`src/rtl/fetch_sequencer.sv`:
```
`default_nettype none
// ============================================================================
//  Module   : fetch_sequencer
//  Purpose  : Owns the word-indexed PC of the instruction-fetch stage and
//             drives the instruction-memory address and fetch enable.
//             Arbitrates, in priority order, between branch/jump redirects,
//             halt requests, hazard stalls and sequential fetch. Also drives
//             the IF/ID valid bit and a one-cycle IF/ID flush pulse.
//  Revision : 1.0  initial release
// ----------------------------------------------------------------------------
//  Ports
//    clock              in   1    system clock, rising edge
//    reset              in   1    synchronous, active-low reset
//    i_redirect_valid   in   1    EX/WB branch/jump taken (pulse)
//    i_redirect_pc      in   32   redirect target, sampled with valid
//    i_stall_req        in   1    hazard unit fetch hold (level)
//    i_halt_req         in   1    halt fetch
//    i_resume           in   1    leave HALT (pulse)
//    o_pc               out  32   current PC register
//    o_imem_addr        out  AW   pc[AW-1:0]
//    o_fetch_en         out  1    imem read / IF_ID load enable
//    o_if_id_valid      out  1    IF_ID holds a real instruction
//    o_if_id_flush      out  1    one-cycle IF_ID invalidate pulse
//    o_state            out  3    FSM state (IDLE=0 RUN=1 STALL=2 FLUSH=3 HALT=4)
//  Optional (macro FETCH_SEQ_PERF_EN)
//    o_stall_cnt        out  16   cycles spent in STALL (saturating)
//    o_flush_cnt        out  16   flushing redirects accepted (saturating)
//    o_fetch_cnt        out  32   cycles with fetch enabled (saturating)
// ============================================================================
module fetch_sequencer #(
    parameter int          AW           = 5,
    parameter logic [31:0] RESET_PC     = 32'd0,
    parameter logic [31:0] PC_STEP      = 32'd1,
    parameter int          FLUSH_CYCLES = 2
) (
    input  logic          clock,
    input  logic          reset,
    input  logic          i_redirect_valid,
    input  logic [31:0]   i_redirect_pc,
    input  logic          i_stall_req,
    input  logic          i_halt_req,
    input  logic          i_resume,
    output logic [31:0]   o_pc,
    output logic [AW-1:0] o_imem_addr,
    output logic          o_fetch_en,
    output logic          o_if_id_valid,
    output logic          o_if_id_flush,
`ifdef FETCH_SEQ_PERF_EN
    output logic [15:0]   o_stall_cnt,
    output logic [15:0]   o_flush_cnt,
    output logic [31:0]   o_fetch_cnt,
`endif
    output logic [2:0]    o_state
);

    typedef enum logic [2:0] {
        IDLE  = 3'd0,
        RUN   = 3'd1,
        STALL = 3'd2,
        FLUSH = 3'd3,
        HALT  = 3'd4
    } state_t;

    // Counter is loaded with FLUSH_CYCLES-1 and leaves FLUSH when it reads 0,
    // which yields exactly FLUSH_CYCLES bubble cycles.
    localparam logic [2:0] c_flush_init = 3'(FLUSH_CYCLES - 1);

    state_t      r_state;
    logic [31:0] r_pc;
    logic        r_if_id_valid;
    logic        r_if_id_flush;
    logic [2:0]  r_flush_cnt;

    state_t      w_state_nxt;
    logic [31:0] w_pc_nxt;
    logic        w_valid_nxt;
    logic        w_flush_nxt;
    logic [2:0]  w_cnt_nxt;
    logic        w_fetch_en;
    logic        w_redirect_flush;

    always_ff @(posedge clock) begin
        if (!reset) begin
            r_state       <= IDLE;
            r_pc          <= RESET_PC;
            r_if_id_valid <= 1'b0;
            r_if_id_flush <= 1'b0;
            r_flush_cnt   <= 3'd0;
        end else begin
            r_state       <= w_state_nxt;
            r_pc          <= w_pc_nxt;
            r_if_id_valid <= w_valid_nxt;
            r_if_id_flush <= w_flush_nxt;
            r_flush_cnt   <= w_cnt_nxt;
        end
    end

    always_comb begin
        w_state_nxt      = r_state;
        w_pc_nxt         = r_pc;
        w_valid_nxt      = r_if_id_valid;
        w_flush_nxt      = 1'b0;
        w_cnt_nxt        = r_flush_cnt;
        w_fetch_en       = 1'b0;
        w_redirect_flush = 1'b0;

        case (r_state)
            IDLE: begin
                // One dead cycle after reset; a redirect here just seeds the PC.
                w_state_nxt = RUN;
                if (i_redirect_valid) begin
                    w_pc_nxt = i_redirect_pc;
                end
            end
            RUN: begin
                if (i_redirect_valid) begin
                    w_redirect_flush = 1'b1;
                end else if (i_halt_req) begin
                    w_state_nxt = HALT;
                    w_valid_nxt = 1'b0;
                end else if (i_stall_req) begin
                    // IF_ID frozen: valid bit simply held.
                    w_state_nxt = STALL;
                end else begin
                    w_fetch_en  = 1'b1;
                    w_pc_nxt    = r_pc + PC_STEP;
                    w_valid_nxt = 1'b1;
                end
            end
            STALL: begin
                if (i_redirect_valid) begin
                    w_redirect_flush = 1'b1;
                end else if (i_halt_req) begin
                    w_state_nxt = HALT;
                    w_valid_nxt = 1'b0;
                end else if (!i_stall_req) begin
                    w_state_nxt = RUN;
                end
            end
            FLUSH: begin
                if (i_redirect_valid) begin
                    w_redirect_flush = 1'b1;
                end else if (r_flush_cnt == 3'd0) begin
                    w_state_nxt = RUN;
                end else begin
                    w_cnt_nxt = r_flush_cnt - 3'd1;
                end
            end
            HALT: begin
                // Redirects while halted retarget the PC silently.
                if (i_redirect_valid) begin
                    w_pc_nxt = i_redirect_pc;
                end else if (i_resume && !i_halt_req) begin
                    w_state_nxt = RUN;
                end
            end
            default: begin
                w_state_nxt = IDLE;
            end
        endcase

        if (w_redirect_flush) begin
            w_state_nxt = FLUSH;
            w_pc_nxt    = i_redirect_pc;
            w_valid_nxt = 1'b0;
            w_flush_nxt = 1'b1;
            w_cnt_nxt   = c_flush_init;
        end
    end

    assign o_pc          = r_pc;
    assign o_imem_addr   = r_pc[AW-1:0];
    assign o_fetch_en    = w_fetch_en;
    assign o_if_id_valid = r_if_id_valid;
    assign o_if_id_flush = r_if_id_flush;
    assign o_state       = r_state;

`ifdef FETCH_SEQ_PERF_EN
    logic [15:0] r_stall_cnt;
    logic [15:0] r_flushes;
    logic [31:0] r_fetch_cnt;

    always_ff @(posedge clock) begin
        if (!reset) begin
            r_stall_cnt <= 16'd0;
            r_flushes   <= 16'd0;
            r_fetch_cnt <= 32'd0;
        end else begin
            if ((r_state == STALL) && (r_stall_cnt != 16'hFFFF)) begin
                r_stall_cnt <= r_stall_cnt + 16'd1;
            end
            if (w_redirect_flush && (r_flushes != 16'hFFFF)) begin
                r_flushes <= r_flushes + 16'd1;
            end
            if (w_fetch_en && (r_fetch_cnt != 32'hFFFF_FFFF)) begin
                r_fetch_cnt <= r_fetch_cnt + 32'd1;
            end
        end
    end

    assign o_stall_cnt = r_stall_cnt;
    assign o_flush_cnt = r_flushes;
    assign o_fetch_cnt = r_fetch_cnt;
`endif

endmodule
`default_nettype wire

```
`config.mk`:
```
export PLATFORM = sky130hd
export DESIGN_NAME = fetch_sequencer
export DESIGN_NICKNAME = d
export VERILOG_FILES = /design/src/rtl/fetch_sequencer.sv
export SDC_FILE = /design/constraint.sdc
export NUM_CORES = 1
export LEC_CHECK = 0
export ABC_CLOCK_PERIOD_IN_PS = 5150
export CORE_MARGIN = 2
export CORE_UTILIZATION = 45
export CTS_CLUSTER_DIAMETER = 100
export DETAILED_ROUTE_END_ITERATION = 8
export HOLD_SLACK_MARGIN = 0.12
export PLACE_DENSITY = 0.77
export REMOVE_ABC_BUFFERS = 1
export SYNTH_ARGS = -nofsm -noshare
export SYNTH_HDL_FRONTEND = slang
export SYNTH_SLANG_ARGS = --single-unit
```
`constraint.sdc`:
```
create_clock -name clock -period 5.15 [get_ports clock]
set_input_delay 0.7725 -clock clock [delete_from_list [all_inputs] [get_ports clock]]
set_output_delay 0.7725 -clock clock [all_outputs]
set_load 0.02 [all_outputs]
```
==> results.cfg, run 1 <==
[outcome]
outcome = finished, final reports clean

[worst_setup_path]
cp_cell_sequence = clkdlybuf4s50_1, or2_1, or4_4, clkinv_2, clkdlybuf4s50_1
cpMostUsedCell = clkdlybuf4s50_1
arrival_ps = 2760
end_kind = primary output
worst_setup_path_start_kind = input pin
critPathSlowestCell = clkdlybuf4s50_1
cp.required_ps = 4380
crit_type = in2out
crit_family = buffers and inverters
slowest_delay_ps = 610
critPathBufInv = 3
cp_max_fo = 9

[sta]
slew_headroom = 0.2922
maxSlewViolCount = 0
final-setup-viol-count = 0
timing.final.crit_share = 0.6857
fmax_ghz = 0.2832
finalWorstSetupSlack_ps = 1619
finClkSkew_ps = 6.393
worst_pin_slew_ps = 1058
grt_setup_unrepaired = no
min_period_ps = 3531
hold_violations = 0
fin_setup_tns_ps = 0

[yosys]
yosysSeqAreaShare = 0.2968
synth-edff-count = 0
synth_cell_types = 62
async_reset_ff_frac = 0
synth_top_area_cell = dfxtp_1
syn_inst = 359
yosys.area.top_type_share = 0.2968
yosysWarnings = 0
synth.most_common_cell = dfxtp_1
yosys_register_bits = 40
synthTopCellsByCount = dfxtp_1, nand2_1, nor2_1
synth.area.top_cells = dfxtp_1, nand2_1, nor2_1
synth_area_sq_um = 2698
synthFlopType = dfxtp_1
avgSynthCellArea_sq_um = 7.514

[place]
placed_cells = 488
place_hpwl_mm = 5.526
gp_routability_congestion = 0.9173
preCtsSetupSlack_ps = 1620
portBuffers = 80

[floorplanning]
die_width_microns = 81.43
die_h_microns = 81.43
core_area_sq_um = 5851
start_util = 0.4611
rows = 28
ios = 81
dieArea_sq_um = 6630

[global_routing]
gr-usage-all-layers = 0.2459
antenna_found_initial = 0
grt_pass1_wl_mm = 12.83
grt_overflow = 0
grt_max_degree = 40
grt_pass1_vias = 2727

[cts]
cts_buffers = 5
clockRootBuffer = clkbuf_8
clkTransAtPathRegs_ps = 80
clkLatencyLatePin_ps = 300
post_cts_buffers = 0
cts_htree_levels = 2
hold_buffers = 0
clock-sinks = 40
clock_path_buffers = 2
cts_tree = done
cts.repair.resized = 0

[route]
routed_wl_mm = 7.926
vias = 3054
drt-vias-per-instance = 6.157
first_pass_iters = 5
first_iter_violations = 244
final_antenna_net_count = 0
wl_per_cell_microns = 15.98
drc = 0

[pwr]
p_per_area_nw_per_um2 = 262.7
vdd_drop_max_uv = 148.6
leakage_nw = 1.291

[min_path]
min_path_type = reg2reg

[flow_run]
max-cap-violations = 0

[cells_and_area]
area_delta_synth_final_pct = 32.51
num_antenna_cells = 0
layout.cells.non_filler = 496
nFillCells = 529
fin_nets = 461
drive_gt1_frac = 0.06888
-- worst paths after layout --
path,start,end,slack [ps],cells after the start
setup / recovery,i_redirect_valid,o_fetch_en,1620,5
hold / removal,r_flush_cnt[0],r_flush_cnt[0],490,1
setup reg to reg,o_state[1],o_pc[31],2840,6
hold reg to reg,r_flush_cnt[0],r_flush_cnt[0],490,1
-- layout by cell type (no fill, tap or decap), drive strengths merged, types with 6 or more instances in the layout --
| cell | Yosys | layout |
|---|---|---|
| o21ai | 24 | 24 |
| dfxtp | 40 | 40 |
| nand2 | 40 | 40 |
| clkdlybuf4s50 | 0 | 80 |
| nor2 | 35 | 35 |
| a21oi | 23 | 23 |
| a31oi | 10 | 10 |
| nor4 | 8 | 8 |
| inv | 6 | 6 |
| nor3 | 11 | 11 |
| clkbuf | 14 | 8 |
| nand3 | 21 | 21 |
| nand4 | 12 | 12 |
-- cells by family (layout without fill, tap and decap cells) --
logic type,after synthesis,after routing,share of synthesized area
compound gates,114,114,0.2904
xor+xnor,1,1,0.003247
fa+ha+maj,3,3,0.01392
buf+inv,38,100,0.06725
flops,40,40,0.2968
mux,3,3,0.01113
simple gates,160,160,0.3172
-- through the flow --
stage / power [W] / area (sq um) / hold WS, ps / utilization
after floorplan: 0.0005644 / 2544 / 442.9 / -
after global placement: 0.0007112 / 3485 / 459.3 / 0.5956
after detailed placement: 0.0007180 / 3485 / 469.0 / 0.5956
after CTS: 0.0009390 / 3575 / 482.5 / 0.6110
after global routing: 0.0009896 / 3575 / 522.1 / 0.6110
final: 0.0009391 / 3575 / 485.1 / 0.6110
-- flip-flops by register name, indices dropped and copies added (netlist names) --
| register | cells |
|---|---|
| o_if_id_valid | 1 |
| o_state | 3 |
| o_pc | 32 |
| o_if_id_flush | 1 |
| r_flush_cnt | 3 |
-- power breakdown --
group / internal, W / switching (W) / total (W)
registers: 0.000341 / 0.0000495 / 0.000391
clock network: 0.000110 / 0.000117 / 0.000226
logic: 0.000151 / 0.000171 / 0.000322
total: 0.000602 / 0.000338 / 0.000939
-- final cells by class --
cell class | instances | area (sq um) | share of cell area
multi-input combinational | 281 | 1724 | 0.4823
tap | 75 | 93.84 | 0.02625
inverter | 7 | 27.53 | 0.007700
sequential | 40 | 800.8 | 0.2240
clock buffer | 8 | 90.09 | 0.02520
timing repair buffer | 85 | 838.3 | 0.2345
-- worst reg2reg max path, cell delays in order (launching register included) --
cell and delay, ps:
dfxtp_1 440, nor2_1 860, nor2_2 30, buf_4 270
a21oi_1 190, o21ai_0 110, a211o_1 300
-- layer usage --
layer | wire [microns] | global-route usage | part of all wire
met4 | 129 | 0.08983 | 0.016
met3 | 608 | 0.04396 | 0.077
met1 | 3463 | 0.3367 | 0.44
met5 | 0 | 0 | 0
met2 | 3725 | 0.3869 | 0.47
Note: power is estimated with default switching activity, not from simulation.
==> run 2: changes to the inputs <==
- ABC_CLOCK_PERIOD_IN_PS: 5150 -> 3250
- clock period: 5.15 -> 3.25 ns (I/O delays scaled with it)
==> run 2 against run 1 <==
  * Clock power rose by 84%
  * Non-clock buffer count is 4 higher
  * Combinational power increased by 63%
  * Cell area up 1.7%
  * Critical path depth unchanged
  * Sequential share of layout area decreased by 0.37 points
  * Critical endpoint unchanged
  * Highest routed layer unchanged
==> results.cfg, run 2 (synthesized netlist as in run 1, its figures left out) <==
[worst_setup_path]
cp_max_fo = 9
cp.required_ps = 2760
crit_type = in2out
worst_setup_path_start_kind = input pin
end_kind = primary output
r2r_setup_slack_ps = 1040
arrival_ps = 2500

[cells_and_area]
largest_register_ffs = 32
drive_gt1_frac = 0.08000
fin_area_sq_um = 3635
area_delta_synth_final_pct = 34.74
num_antenna_cells = 0
multiInputGateArea_sq_um = 1724
layout_common_cells = clkdlybuf4s50_1, dfxtp_1, nand2_1
final-seq-area_sq_um = 800.8
nFillCells = 551
fin_nets = 465
final_common_cell = clkdlybuf4s50_1

[route]
wl_per_cell_microns = 16.55
drt-vias-per-instance = 6.162
drc = 0
final_antenna_net_count = 0
first_pass_iters = 5
routed_wl_mm = 8.277
first_iter_violations = 247
vias = 3081

[cts]
post_cts_buffers = 0
clkTransAtPathRegs_ps = 70
clock-sinks = 40
clkLatencyLatePin_ps = 300
hold_buffers = 0
cts_buffers = 5
clock_path_buffers = 2
cts_tree = done
clockRootBuffer = clkbuf_8
cts.repair.resized = 0
cts_htree_levels = 2

[global_routing]
antenna_found_initial = 0
grt_pass1_vias = 2697
grt_pass1_wl_mm = 13.01
grt_max_degree = 44
gr-usage-all-layers = 0.2493
grt_overflow = 0

[pwr]
p_per_area_nw_per_um2 = 429.6
leakage_nw = 1.325
vdd_drop_max_uv = 236.5

[place]
place_area_sq_um = 3527
place_hpwl_mm = 5.782
gp_routability_congestion = 0.8894
portBuffers = 80

[sta]
worst_pin_slew_ps = 785.2
maxSlewViolCount = 0
finClkSkew_ps = 11.54
final-setup-viol-count = 0
min_period_ps = 2988
slew_headroom = 0.4725
fmax_ghz = 0.3347
fin_setup_tns_ps = 0
grt_setup_unrepaired = no
timing.final.crit_share = 0.9193
hold_violations = 0

[floorplanning]
ios = 81
die_h_microns = 81.43
rows = 28
start_util = 0.4611
core_area_sq_um = 5851
die_width_microns = 81.43
dieArea_sq_um = 6630

[outcome]
outcome = finished, final reports clean

[min_path]
min_path_type = reg2reg

[flow_run]
max-cap-violations = 0
[run 2: per-layer routing]
metal	GRT usage	vias to the layer above	wire (microns)
li1	-	1479	-
met4	0.05424	0	65
met3	0.03846	7	575
met1	0.3447	1469	3627
met2	0.4107	126	4008
met5	0	-	0
[run 2: metrics by stage]
stage          cells  total power (W)  hold WS [ps]  worst slack [ps]    util
3_3_place_gp     492         0.001138         458.1             310.5  0.6029
3_5_place_dp     492         0.001149         463.0             279.6  0.6029
2_1_floorplan    328        0.0008943         442.9             137.1       -
5_1_grt          500         0.001635         525.0             168.1  0.6213
4_1_cts          500         0.001560         507.2             273.7  0.6213
6_report         500         0.001561         508.6             262.2  0.6213
[run 2: worst paths after layout]
check	startpoint	end	cells after the start
worst max-delay path	i_redirect_valid	o_fetch_en	5
worst min-delay path	r_flush_cnt[0]	r_flush_cnt[0]	1
worst max register to register	o_pc[0]	o_pc[14]	6
worst min register to register	r_flush_cnt[0]	r_flush_cnt[0]	1
[run 2: area by class of cell]
| type | instances | area share |
|---|---|---|
| Clock inverter | 2 | 0.009639 |
| Multi-Input combinational cell | 281 | 0.4744 |
| Clock buffer | 6 | 0.01997 |
| Timing Repair Buffer | 89 | 0.2423 |
| Sequential cell | 40 | 0.2203 |
| Inverter | 7 | 0.007573 |
| Tap cell | 75 | 0.02582 |
[run 2: critical path, cell delays in order]
cell and delay, ps:
clkdlybuf4s50_1 520, or2_1 290, or4_4 460, clkinv_2 120, clkdlybuf4s50_1 610
[run 2: power by group]
| group | switching, W | internal, W |
|---|---|---|
| clock | 0.000187 | 0.000228 |
| combinational | 0.000277 | 0.000248 |
| sequential | 0.0000808 | 0.000540 |
